## config.mk

```make
export PLATFORM = sky130hd
export DESIGN_NAME = i3c_target_rx
export DESIGN_NICKNAME = d
export VERILOG_FILES = /design/src/rtl/i3c_target_rx.sv
export SDC_FILE = /design/constraint.sdc
export NUM_CORES = 1
export LEC_CHECK = 0
export ABC_AREA = 1
export CAP_MARGIN = 0
export CORE_ASPECT_RATIO = 0.5
export CORE_MARGIN = 2
export CORE_UTILIZATION = 41
export DETAILED_ROUTE_END_ITERATION = 10
export DONT_BUFFER_PORTS = 1
export HOLD_SLACK_MARGIN = 0.02
export PLACE_DENSITY = 0.61
export SLEW_MARGIN = 15
export SYNTH_ARGS = -nofsm -noshare
export SYNTH_HDL_FRONTEND = slang
export SYNTH_SLANG_ARGS = --single-unit
```

## constraint.sdc

```tcl
create_clock -name clk -period 4.01 [get_ports clk]
set_input_delay 1.203 -clock clk [delete_from_list [all_inputs] [get_ports clk]]
set_output_delay 1.203 -clock clk [all_outputs]
set_load 0.005 [all_outputs]
```

## src/rtl/i3c_target_rx.sv

```systemverilog
// I3C SDR target receiver: bus-condition detection, address header ACK,
// data deserialisation with T-bit check and a one-entry valid/ready buffer.
// Define I3C_TARGET_RX_BCAST_EN to also ACK the broadcast header 7'h7E/W.
module i3c_target_rx #(
  parameter int SYNC_STAGES = 2
) (
  input  logic       clk,
  input  logic       rst_n,
  input  logic       scl_i,
  input  logic       sda_i,
  output logic       sda_o,
  input  logic [6:0] target_addr_i,
  output logic [7:0] rx_data_o,
  output logic       rx_bcast_o,
  output logic       rx_valid_o,
  input  logic       rx_ready_i,
  output logic       start_det_o,
  output logic       stop_det_o,
  output logic       err_parity_o,
  output logic       err_overflow_o
);

  typedef enum logic [2:0] {
    ST_IDLE,
    ST_ADDR,
    ST_ACK,
    ST_DATA,
    ST_TBIT,
    ST_IGNORE
  } state_e;

  localparam logic [6:0] BCAST_ADDR = 7'h7E;

  logic [SYNC_STAGES-1:0] scl_sync_q, sda_sync_q;
  logic                   scl_hist_q, sda_hist_q;

  state_e     state_q;
  logic [2:0] bit_cnt_q;
  logic [7:0] shift_q;
  logic       ack_q;
  logic       ack_fell_q;
  logic       bcast_frame_q;
  logic       sda_q;
  logic [7:0] rx_data_q;
  logic       rx_bcast_q;
  logic       rx_valid_q;
  logic       start_det_q, stop_det_q, err_parity_q, err_overflow_q;

  logic       scl_s, sda_s;
  logic       scl_rise, scl_fall;
  logic       start_cond, stop_cond;
  logic [7:0] shift_d;
  logic       bcast_hit, addr_match, parity_ok, pop;

  // Pins idle high, so the synchronisers reset to 1 to avoid a false edge.
  always_ff @(posedge clk) begin
    if (!rst_n) begin
      scl_sync_q <= '1;
      sda_sync_q <= '1;
      scl_hist_q <= 1'b1;
      sda_hist_q <= 1'b1;
    end else begin
      scl_sync_q <= {scl_sync_q[SYNC_STAGES-2:0], scl_i};
      sda_sync_q <= {sda_sync_q[SYNC_STAGES-2:0], sda_i};
      scl_hist_q <= scl_s;
      sda_hist_q <= sda_s;
    end
  end

  assign scl_s      = scl_sync_q[SYNC_STAGES-1];
  assign sda_s      = sda_sync_q[SYNC_STAGES-1];
  assign scl_rise   = scl_s & ~scl_hist_q;
  assign scl_fall   = ~scl_s & scl_hist_q;
  assign start_cond = scl_s & scl_hist_q & ~sda_s & sda_hist_q;
  assign stop_cond  = scl_s & scl_hist_q & sda_s & ~sda_hist_q;
  assign shift_d    = {shift_q[6:0], sda_s};

`ifdef I3C_TARGET_RX_BCAST_EN
  assign bcast_hit = (shift_q[6:0] == BCAST_ADDR);
`else
  assign bcast_hit = 1'b0;
`endif

  // On the RnW sampling edge shift_q[6:0] already holds A6..A0.
  assign addr_match = (shift_q[6:0] == target_addr_i) | bcast_hit;
  assign parity_ok  = (sda_s == ~^shift_q);
  assign pop        = rx_valid_q & rx_ready_i;

  always_ff @(posedge clk) begin
    if (!rst_n) begin
      state_q        <= ST_IDLE;
      bit_cnt_q      <= '0;
      shift_q        <= '0;
      ack_q          <= 1'b0;
      ack_fell_q     <= 1'b0;
      bcast_frame_q  <= 1'b0;
      sda_q          <= 1'b1;
      rx_data_q      <= '0;
      rx_bcast_q     <= 1'b0;
      rx_valid_q     <= 1'b0;
      start_det_q    <= 1'b0;
      stop_det_q     <= 1'b0;
      err_parity_q   <= 1'b0;
      err_overflow_q <= 1'b0;
    end else begin
      // NOTE: non-blocking defaults; a later assignment in this block wins.
      start_det_q    <= 1'b0;
      stop_det_q     <= 1'b0;
      err_parity_q   <= 1'b0;
      err_overflow_q <= 1'b0;
      if (pop) rx_valid_q <= 1'b0;

      if (start_cond) begin
        state_q     <= ST_ADDR;
        bit_cnt_q   <= '0;
        sda_q       <= 1'b1;
        start_det_q <= 1'b1;
      end else if (stop_cond) begin
        state_q    <= ST_IDLE;
        bit_cnt_q  <= '0;
        sda_q      <= 1'b1;
        stop_det_q <= 1'b1;
      end else begin
        case (state_q)
          ST_IDLE: ;
          ST_ADDR: begin
            if (scl_rise) begin
              shift_q <= shift_d;
              if (bit_cnt_q == 3'd7) begin
                bit_cnt_q     <= '0;
                ack_q         <= addr_match & ~sda_s;
                bcast_frame_q <= bcast_hit;
                ack_fell_q    <= 1'b0;
                state_q       <= ST_ACK;
              end else begin
                bit_cnt_q <= bit_cnt_q + 3'd1;
              end
            end
          end
          ST_ACK: begin
            if (scl_fall && !ack_fell_q) begin
              sda_q      <= ~ack_q;
              ack_fell_q <= 1'b1;
            end else if (scl_rise && ack_fell_q) begin
              state_q <= ack_q ? ST_DATA : ST_IGNORE;
            end
          end
          ST_DATA: begin
            // Release the ACK drive once the controller takes SCL low again.
            if (scl_fall) sda_q <= 1'b1;
            if (scl_rise) begin
              shift_q <= shift_d;
              if (bit_cnt_q == 3'd7) begin
                bit_cnt_q <= '0;
                state_q   <= ST_TBIT;
              end else begin
                bit_cnt_q <= bit_cnt_q + 3'd1;
              end
            end
          end
          ST_TBIT: begin
            if (scl_rise) begin
              if (parity_ok) begin
                state_q <= ST_DATA;
                if (!rx_valid_q || rx_ready_i) begin
                  rx_data_q  <= shift_q;
                  rx_bcast_q <= bcast_frame_q;
                  rx_valid_q <= 1'b1;
                end else begin
                  err_overflow_q <= 1'b1;
                end
              end else begin
                err_parity_q <= 1'b1;
                state_q      <= ST_IGNORE;
              end
            end
          end
          ST_IGNORE: sda_q <= 1'b1;
          default:   state_q <= ST_IDLE;
        endcase
      end
    end
  end

  assign sda_o          = sda_q;
  assign rx_data_o      = rx_data_q;
  assign rx_bcast_o     = rx_bcast_q;
  assign rx_valid_o     = rx_valid_q;
  assign start_det_o    = start_det_q;
  assign stop_det_o     = stop_det_q;
  assign err_parity_o   = err_parity_q;
  assign err_overflow_o = err_overflow_q;

endmodule
```

==> flow_summary_export.csv, run 1 <==
group,metric,value,unit
logic_synthesis,synth-seq-area-share,42.86,%
place,place.gp.congestion,0.8865,
timing,fmax,475.2,MHz
routing,wl,3486,um
grt,antenna_found_initial,0,
critical_path,crit_type,"flip-flop to flip-flop",
critical_path,critPathRequiredTime,4.19,ns
timing,slew_violations,0,
power_and_ir_drop,peakVddDrop,0.1240,mV
cts,clock_latency,0.29,ns
timing,tightest_slew,0.8902,ns
cells_and_area,nets,257,
grt,grt_max_degree,18,
cts,cts.clk_slew.worst_paths,0.08,ns
logic_synthesis,synth_edf_count,0,
cells_and_area,drive_above_1_share,8.197,%
cts,cts_resized,0,
routing,via_per_inst,4.815,
logic_synthesis,synth_seq_cells,36,
timing,whs,0.4159,ns
hold_path,hold_path_class,"flip-flop to flip-flop",
timing,post-route-period-util,52.48,%
logic_synthesis,synth_cells,240,
critical_path,crit_fanout,16,
cts,ctsLongestPathBuffers,2,
routing,drtAntennaViolNets,0,
power_and_ir_drop,leakage,0.8357,nW
grt,grt_overflow,0,
place,port_buffers,0,
timing,rsz0062_at_grt,"false",
power_and_ir_drop,power.density,390.4,nW/um^2
critical_path,cp-start-kind,"flip-flop",
cts,cts_setup_buffers,0,
grt,grtUsageTotal,16.56,%
timing,finalSetupViolCount,0,
cts,numCtsBuffers,5,
grt,grt_pass1_vias,1315,
timing,fin_setup_tns,0,ns
cells_and_area,insertedDiodeCount,0,
logic_synthesis,yosysTopAreaCell,"dfxtp_1",
logic_synthesis,post-synth-top-count-cell,"nand2_1",
floorplan,die_w,94.57,um
flow_run,maxCapViolations,0,
cts,ctsHoldBuffers,0,
routing,drt_first_iter_violations,37,
cts,cts_max_level,2,
logic_synthesis,synth_common_cells,"55 x nand2_1, 36 x dfxtp_1, 29 x inv_1",
grt,grt_pass1_wl,5968,um
floorplan,rows,16,
timing,fin_skew,0.01115,ns
logic_synthesis,yosysWarnings,0,
routing,wl_per_cell,11.70,um
timing,period_minus_slack,2.104,ns
logic_synthesis,netlist_area,1682,um^2
logic_synthesis,synthFlopType,"dfxtp_1",
cts,clock_sinks,36,
place,hpwl,2657,um
routing,routed-via-count,1435,
cts,cts_tree,"built",
logic_synthesis,synth_nets,254,
logic_synthesis,synth-async-reset-ratio,0,%
logic_synthesis,synth_cell_types,24,
floorplan,io_pins,27,
floorplan,die_y,49.29,um
floorplan,start_util,42.86,%
timing,hold_violations,0,
cells_and_area,area_growth_syn_to_layout,8.036,%
power_and_ir_drop,total_power,0.7092,mW
logic_synthesis,synth.area.top_cells,"dfxtp_1 43%, nand2_1 12%, a21oi_1 6.8%",
floorplan,core_area,3924,um^2
logic_synthesis,syn_avg_cell_area,7.007,um^2
routing,drtPass1Iterations,4,
floorplan,die-area,4661,um^2
critical_path,arrival,2.28,ns
critical_path,worstSetupEndpointType,"flip-flop",
timing,slew_headroom,40.43,%
routing,drc,0,
outcome,status,"finished, final reports clean",
logic_synthesis,synth_top_cell_area_share,42.86,%
cts,clockRootBuffer,"clkbuf_8",
[area by class of cell]
class	instances	area, um^2
Clock inverter	3	18.77
Clock buffer	5	68.82
Tap cell	54	67.56
Sequential cell	36	720.7
Fill cell	412	2107
Inverter	33	123.9
Multi-Input combinational cell	167	817.0
[path summary, 6_finish.rpt]
kind	to	start	slack [ns]	cells past startpoint
min	sda_sync_q[1]	sda_sync_q[0]	0.42	1
max reg2reg	shift_q[3]	scl_sync_q[1]	1.91	7
min reg2reg	sda_sync_q[1]	sda_sync_q[0]	0.42	1
max	shift_q[3]	scl_sync_q[1]	1.91	7
[registers in the layout (all words and copies together) (netlist names), 2 cells and up]
| name | cells |
|---|---|
| bit_cnt_q | 3 |
| shift_q | 8 |
| rx_data_o | 8 |
| scl_sync_q | 2 |
| state_q | 3 |
| sda_sync_q | 2 |
[metal layers]
| layer | vias up | global-route usage (%) | share of wire [%] |
|---|---|---|---|
| met5 | - | 0 | 0 |
| met4 | 0 | 5.072 | 1.0 |
| met3 | 4 | 6.491 | 5.7 |
| met2 | 23 | 26.67 | 45 |
| met1 | 642 | 20.53 | 48 |
| li1 | 766 | - | - |
[cell usage in the layout, fill, tap and decap left out, types with 4 or more instances in the layout]
master / instances
dfxtp_1: 36
clkbuf_8: 5
inv_1: 29
nor3_1: 5
a21oi_1: 23
xor2_1: 8
nand2_1: 55
or2_2: 4
o21ai_0: 13
nand3_1: 18
nor2_1: 28
inv_2: 4
[power by group]
part           switching, mW  total, mW  internal (mW)  leakage, nW
clock network          0.134      0.255          0.121       0.0479
logic                 0.0507     0.0770         0.0263        0.496
registers            0.00951      0.377          0.367        0.292
total                  0.194      0.709          0.515        0.836
[per-stage QoR]
stage / cells / area, um^2 / util [%] / setup slack (ns)
global placement: 290 / 1729 / 44.07 / 1.827
detailed placement: 290 / 1729 / 44.07 / 1.764
CTS: 298 / 1817 / 46.30 / 1.899
finish: 298 / 1817 / 46.30 / 1.906
global route: 298 / 1817 / 46.30 / 1.623
floorplan: 240 / 1682 / - / 1.936
[worst max-delay path: stages, from the launching register on]
cell,delay [ns]
dfxtp_1,0.39
inv_2,0.07
nor2_4,0.12
inv_2,0.09
nor2_1,0.70
inv_1,0.34
o21ai_0,0.24
a21oi_1,0.05
[cells by family after synthesis]
group / share of synthesized area [%]
AO/OA/AOI/OAI: 12.80
XOR/XNOR: 4.167
adder cells (fa/ha/maj): 1.488
buffers and inverters: 8.556
flip-flops: 42.86
other: 0.2230
AND/OR/NAND/NOR: 29.91
No activity file was read; power rests on OpenSTA's default activity.
==> run 2, diff against run 1 <==
Settings changed: PLACE_DENSITY 0.61 to 0.63.
Clock period 4.01 ns to 1.9 ns, I/O delays scaled along.
==> run 2 against run 1 <==
Effect of this change:
- sequential power up 110%
- wire length grew 2.5%
- non-clock buffer count is 3 higher
- clock-buffer cell count increased by 2
- critical path depth increased by 1
- combinational power rose by 120%
- worst hold slack got worse by 0.065 ns
- register-to-register slack got worse by 1.7 ns
- clock skew fell by 0.0038 ns
- cell count increased by 1.0%
- global-route usage grew 0.20 points
- core utilization is 0.73 points higher
==> flow_summary_export.csv, run 2 (same netlist as run 1, synthesis figures left out) <==
group,metric,value,unit
outcome,status,"finished, final reports clean",
cts,cts_max_level,2,
floorplan,die_w,94.57,um
cells_and_area,layout_common_cells,"55 x nand2_1, 36 x dfxtp_1, 29 x inv_1",
floorplan,core_area,3924,um^2
cells_and_area,drive_above_1_share,8.907,%
cts,cts_setup_buffers,0,
routing,wl,3572,um
timing,slew_violations,0,
cts,cts.clk_slew.worst_paths,0.07,ns
grt,grtUsageTotal,16.77,%
place,place.gp.congestion,0.8858,
cts,clock_latency,0.28,ns
cells_and_area,final_area,1846,um^2
routing,wl_per_cell,11.87,um
critical_path,crit_path_end,"rx_data_o[2]",
power_and_ir_drop,total_power,1.525,mW
place,placed_area,1752,um^2
timing,fin_ws,0.2531,ns
critical_path,critPathTopFamily,"simple AND/OR/NAND/NOR gates",
cells_and_area,fin_util,47.03,%
grt,grt_pass1_wl,6023,um
hold_path,hold_path_class,"input port to flip-flop",
grt,antenna_found_initial,0,
critical_path,cp-start-kind,"flip-flop",
critical_path,cp_slowest_stage_delay,0.40,ns
critical_path,critPathSlowestCell,"nor4_4",
cts,clockRootBuffer,"clkbuf_8",
routing,drtPass1Iterations,5,
timing,period_minus_slack,1.647,ns
power_and_ir_drop,power.density,826.2,nW/um^2
cts,ctsLongestPathBuffers,2,
routing,drtAntennaViolNets,0,
cts,numCtsBuffers,5,
critical_path,critPathRequiredTime,2.07,ns
cells_and_area,multi_input_area,817.0,um^2
critical_path,crit_fanout,9,
cts,clock_sinks,36,
timing,finalSetupViolCount,0,
place,dp_slack,0.2600,ns
cells_and_area,instances_no_fill,301,
cells_and_area,nets,260,
critical_path,reg2reg_to,"rx_data_o[2]",
grt,grt_pass1_vias,1332,
critical_path,crit_type,"flip-flop to flip-flop",
cells_and_area,num-fill-cells,406,
routing,drc,0,
critical_path,critPathMostFrequentCell,"nand2_1",
timing,fin_setup_tns,0,ns
routing,routed-via-count,1453,
timing,fin_skew,0.007313,ns
routing,drt_first_iter_violations,56,
cells_and_area,final_common_cell,"nand2_1",
place,dp.cells,293,
critical_path,arrival,1.82,ns
cells_and_area,register_area,720.7,um^2
critical_path,reg2reg_depth,8,
floorplan,io_pins,27,
place,hpwl,2641,um
grt,grt_overflow,0,
cells_and_area,insertedDiodeCount,0,
routing,via_per_inst,4.827,
flow_run,maxCapViolations,0,
timing,fmax,607.2,MHz
power_and_ir_drop,leakage,0.8480,nW
timing,post-route-period-util,86.68,%
cts,cts_tree,"built",
timing,whs,0.3510,ns
critical_path,crit_cells,8,
floorplan,die-area,4661,um^2
critical_path,critPathLaunch,"sda_sync_q[1]",
critical_path,crit_buf_inv,1,
critical_path,r2r_slack,0.25,ns
place,port_buffers,0,
cts,cts_resized,0,
floorplan,die_y,49.29,um
grt,grt_max_degree,16,
critical_path,worstPathCellList,"inv_1 -> nor2_1 -> nand2_1 -> nand2_1 -> nor4_4 -> nand2_2 -> nand2_1 -> a21oi_1",
floorplan,rows,16,
timing,rsz0062_at_grt,"false",
critical_path,worstSetupEndpointType,"flip-flop",
critical_path,r2r-start,"sda_sync_q[1]",
cts,ctsHoldBuffers,0,
floorplan,start_util,42.86,%
timing,hold_violations,0,
cells_and_area,area_growth_syn_to_layout,9.747,%
power_and_ir_drop,peakVddDrop,0.2249,mV
run 2: cell count changes in the layout (fill, tap and decap cells not counted), sizes merged:
| cell | delta |
|---|---|
| clkbuf | +2 |
| clkinvlp | +1 |
| buf | +3 |
| clkinv | -3 |
run 2: area by class of cell:
type	instances	area share, %
Timing Repair Buffer	3	1.220
Clock buffer	7	4.678
Multi-Input combinational cell	167	44.27
Tap cell	54	3.661
Clock inverter	1	0.4068
Sequential cell	36	39.05
Inverter	33	6.712
run 2: report_power, final:
group / leakage, nW / switching (mW) / internal [mW]
Combinational: 0.512 / 0.110 / 0.0577
Clock: 0.0445 / 0.268 / 0.295
Sequential: 0.292 / 0.0192 / 0.776
run 2: worst min path at each step:
stage | from | end | slack, ns | depth (start not counted)
final | rst_n | sda_hist_q | 0.35 | 1
after CTS | rst_n | sda_hist_q | 0.35 | 1
after detailed placement | sda_sync_q[0] | sda_sync_q[1] | 0.40 | 1
after global placement | sda_sync_q[0] | sda_sync_q[1] | 0.40 | 1
after global routing | rst_n | scl_hist_q | 0.35 | 1
after floorplan | scl_sync_q[0] | scl_sync_q[1] | 0.39 | 1
run 2: worst register-to-register path: stages (launching register included):
cell and delay, ns:
dfxtp_1 0.32, inv_1 0.16, nor2_1 0.06, nand2_1 0.10, nand2_1 0.14, nor4_4 0.40
nand2_2 0.19, nand2_1 0.10, a21oi_1 0.07
run 2: routing by layer:
layer	vias up	part of all wire (%)	track usage, %
li1	772	-	-
met1	642	48	21.41
met2	34	45	26.79
met3	5	5.3	5.410
met4	0	1.3	5.797
met5	-	0	0
==> run 3, diff against run 2 <==
Settings changed: HOLD_SLACK_MARGIN 0.02 to 0.05, TNS_END_PERCENT from default to 30.
Clock period 1.9 ns to 1.4 ns, I/O delays scaled along.
==> run 3 against run 2 <==
Effect of this change:
- the flow now finishes with violations (setup timing)
- non-clock buffer count rose by 36
- sequential share of layout area fell by 8.1 points
- highest routed layer unchanged
- die area did not move
- worst setup slack got worse by 0.33 ns
- power rose by 59%
- cell area rose by 32%
- cell count rose by 12%
- via count rose by 15%
- fmax rose by 11%
- sequential cell count did not move
==> flow_summary_export.csv, run 3 (same netlist as run 1, synthesis figures left out) <==
group,metric,value,unit
hold_path,holdPathStages,1,
place,dp.cells,327,
grt,grtUsageTotal,19.10,%
timing,slew_violations,0,
cts,cts_tree,"built",
flow_run,maxCapViolations,0,
critical_path,worstPathCellList,"inv_4 -> nand2_4 -> nand3_4 -> nand2_4 -> nand2_4 -> nand2_4 -> nand2_4 -> nand2_4 -> clkinvlp_4 -> buf_6 -> nor3_2",
floorplan,die-area,4661,um^2
routing,via_per_inst,4.941,
timing,finalSetupViolCount,12,
floorplan,rows,16,
critical_path,arrival,1.70,ns
cts,cts.clk_slew.worst_paths,0.08,ns
critical_path,cp-start-kind,"flip-flop",
cells_and_area,insertedDiodeCount,0,
timing,hold_violations,0,
critical_path,reg2reg_depth,11,
cts,clockRootBuffer,"clkbuf_8",
routing,routed-via-count,1670,
grt,grt_overflow,0,
hold_path,hold_path_class,"input port to flip-flop",
critical_path,worstSetupEndpointType,"flip-flop",
cells_and_area,instances_no_fill,338,
routing,drt_first_iter_violations,63,
critical_path,crit_cells,11,
grt,grt_max_degree,16,
place,port_buffers,0,
timing,post-route-period-util,105.5,%
place,place.gp.congestion,0.8637,
power_and_ir_drop,power.density,993.1,nW/um^2
floorplan,io_pins,27,
critical_path,critPathTopFamily,"simple AND/OR/NAND/NOR gates",
cts,ctsHoldBuffers,0,
place,placed_area,2011,um^2
place,hpwl,2950,um
cells_and_area,final_area,2435,um^2
critical_path,crit_buf_inv,3,
cts,cts_max_level,2,
power_and_ir_drop,peakVddDrop,0.6177,mV
outcome,status,"complete, but fails checks",
critical_path,crit_type,"flip-flop to flip-flop",
power_and_ir_drop,leakage,1.104,nW
routing,wl,4401,um
critical_path,critPathSlowestCell,"dfxtp_4",
cells_and_area,final_common_cell,"nand2_1",
timing,fin_ws,-0.07719,ns
cells_and_area,layout_common_cells,"38 x nand2_1, 35 x buf_4, 22 x dfxtp_1",
routing,wl_per_cell,13.02,um
floorplan,die_w,94.57,um
timing,period_minus_slack,1.477,ns
routing,drtAntennaViolNets,0,
timing,fin_skew,0.006705,ns
cts,clock_sinks,36,
critical_path,crit_fanout,5,
cells_and_area,nets,297,
outcome,violations,"setup timing",
floorplan,start_util,42.86,%
cells_and_area,drive_above_1_share,41.55,%
cells_and_area,num-fill-cells,348,
cells_and_area,area_growth_syn_to_layout,44.79,%
cts,numCtsBuffers,5,
cts,clock_latency,0.30,ns
routing,drtPass1Iterations,4,
floorplan,die_y,49.29,um
critical_path,cp_slowest_stage_delay,0.40,ns
grt,antenna_found_initial,0,
grt,grt_pass1_vias,1573,
timing,fmax,677.0,MHz
floorplan,core_area,3924,um^2
critical_path,critPathMostFrequentCell,"nand2_4",
grt,grt_pass1_wl,6837,um
routing,drc,0,
timing,rsz0062_at_grt,"true",
cts,ctsLongestPathBuffers,2,
critical_path,critPathRequiredTime,1.62,ns
## run 3: worst reg2reg max path: stages, from the launching register on
cell	delay, ns
dfxtp_4	0.40
inv_4	0.05
nand2_4	0.08
nand3_4	0.10
nand2_4	0.10
nand2_4	0.07
nand2_4	0.07
nand2_4	0.06
nand2_4	0.10
clkinvlp_4	0.14
buf_6	0.14
nor3_2	0.10
## run 3: timing repair
item / CTS / global route
gates resized for setup: 32 / 58
pin swaps: 8 / 16
setup buffers: 1 / 1
endpoints found under the setup margin: 15 / 27
cloned: 1 / 0
## run 3: path summary, 6_finish.rpt
path | start | end | slack, ns
min | rst_n | scl_hist_q | 0.19
max reg2reg | shift_q[5] | err_parity_o | -0.08
max | shift_q[5] | err_parity_o | -0.08
min reg2reg | sda_sync_q[0] | sda_sync_q[1] | 0.41
## run 3: power breakdown
| part | switching (mW) | internal, mW |
|---|---|---|
| registers | 0.0282 | 1.05 |
| logic | 0.233 | 0.188 |
| clock network | 0.396 | 0.527 |
| total | 0.658 | 1.76 |
## run 3: stage by stage
stage	worst slack, ns	util, %	hold WS (ns)	power, mW	TNS, ns
2_1_floorplan	0.001547	-	0.3925	1.289	0
3_3_place_gp	-0.05897	51.24	0.3945	1.413	-0.5547
3_5_place_dp	-0.1208	51.24	0.4001	1.420	-1.273
4_1_cts	-0.01982	56.66	0.1803	2.374	-0.1104
5_1_grt	-0.1473	62.05	0.1829	2.530	-1.594
6_report	-0.07719	62.05	0.1860	2.418	-0.5865
## run 3: metal layers
layer	vias to the layer above	global-route usage, %	wire length (um)	share of wire [%]
met3	6	6.646	205	4.7
met1	787	23.40	1938	44
met5	-	0	0	0
li1	847	-	-	-
met2	30	31.43	2200	50
met4	0	6.522	55	1.2
## run 3: layout make-up
cell class | count | area (um^2) | share of cell area (%)
multi-input cells | 167 | 1059 | 43.47
flip-flops and latches | 36 | 753.2 | 30.94
repair buffers | 39 | 307.8 | 12.64
clock buffers | 5 | 68.82 | 2.826
well taps | 54 | 67.56 | 2.775
inverters | 33 | 128.9 | 5.293
repair inverters | 1 | 7.507 | 0.3083
clock inverters | 3 | 42.54 | 1.747
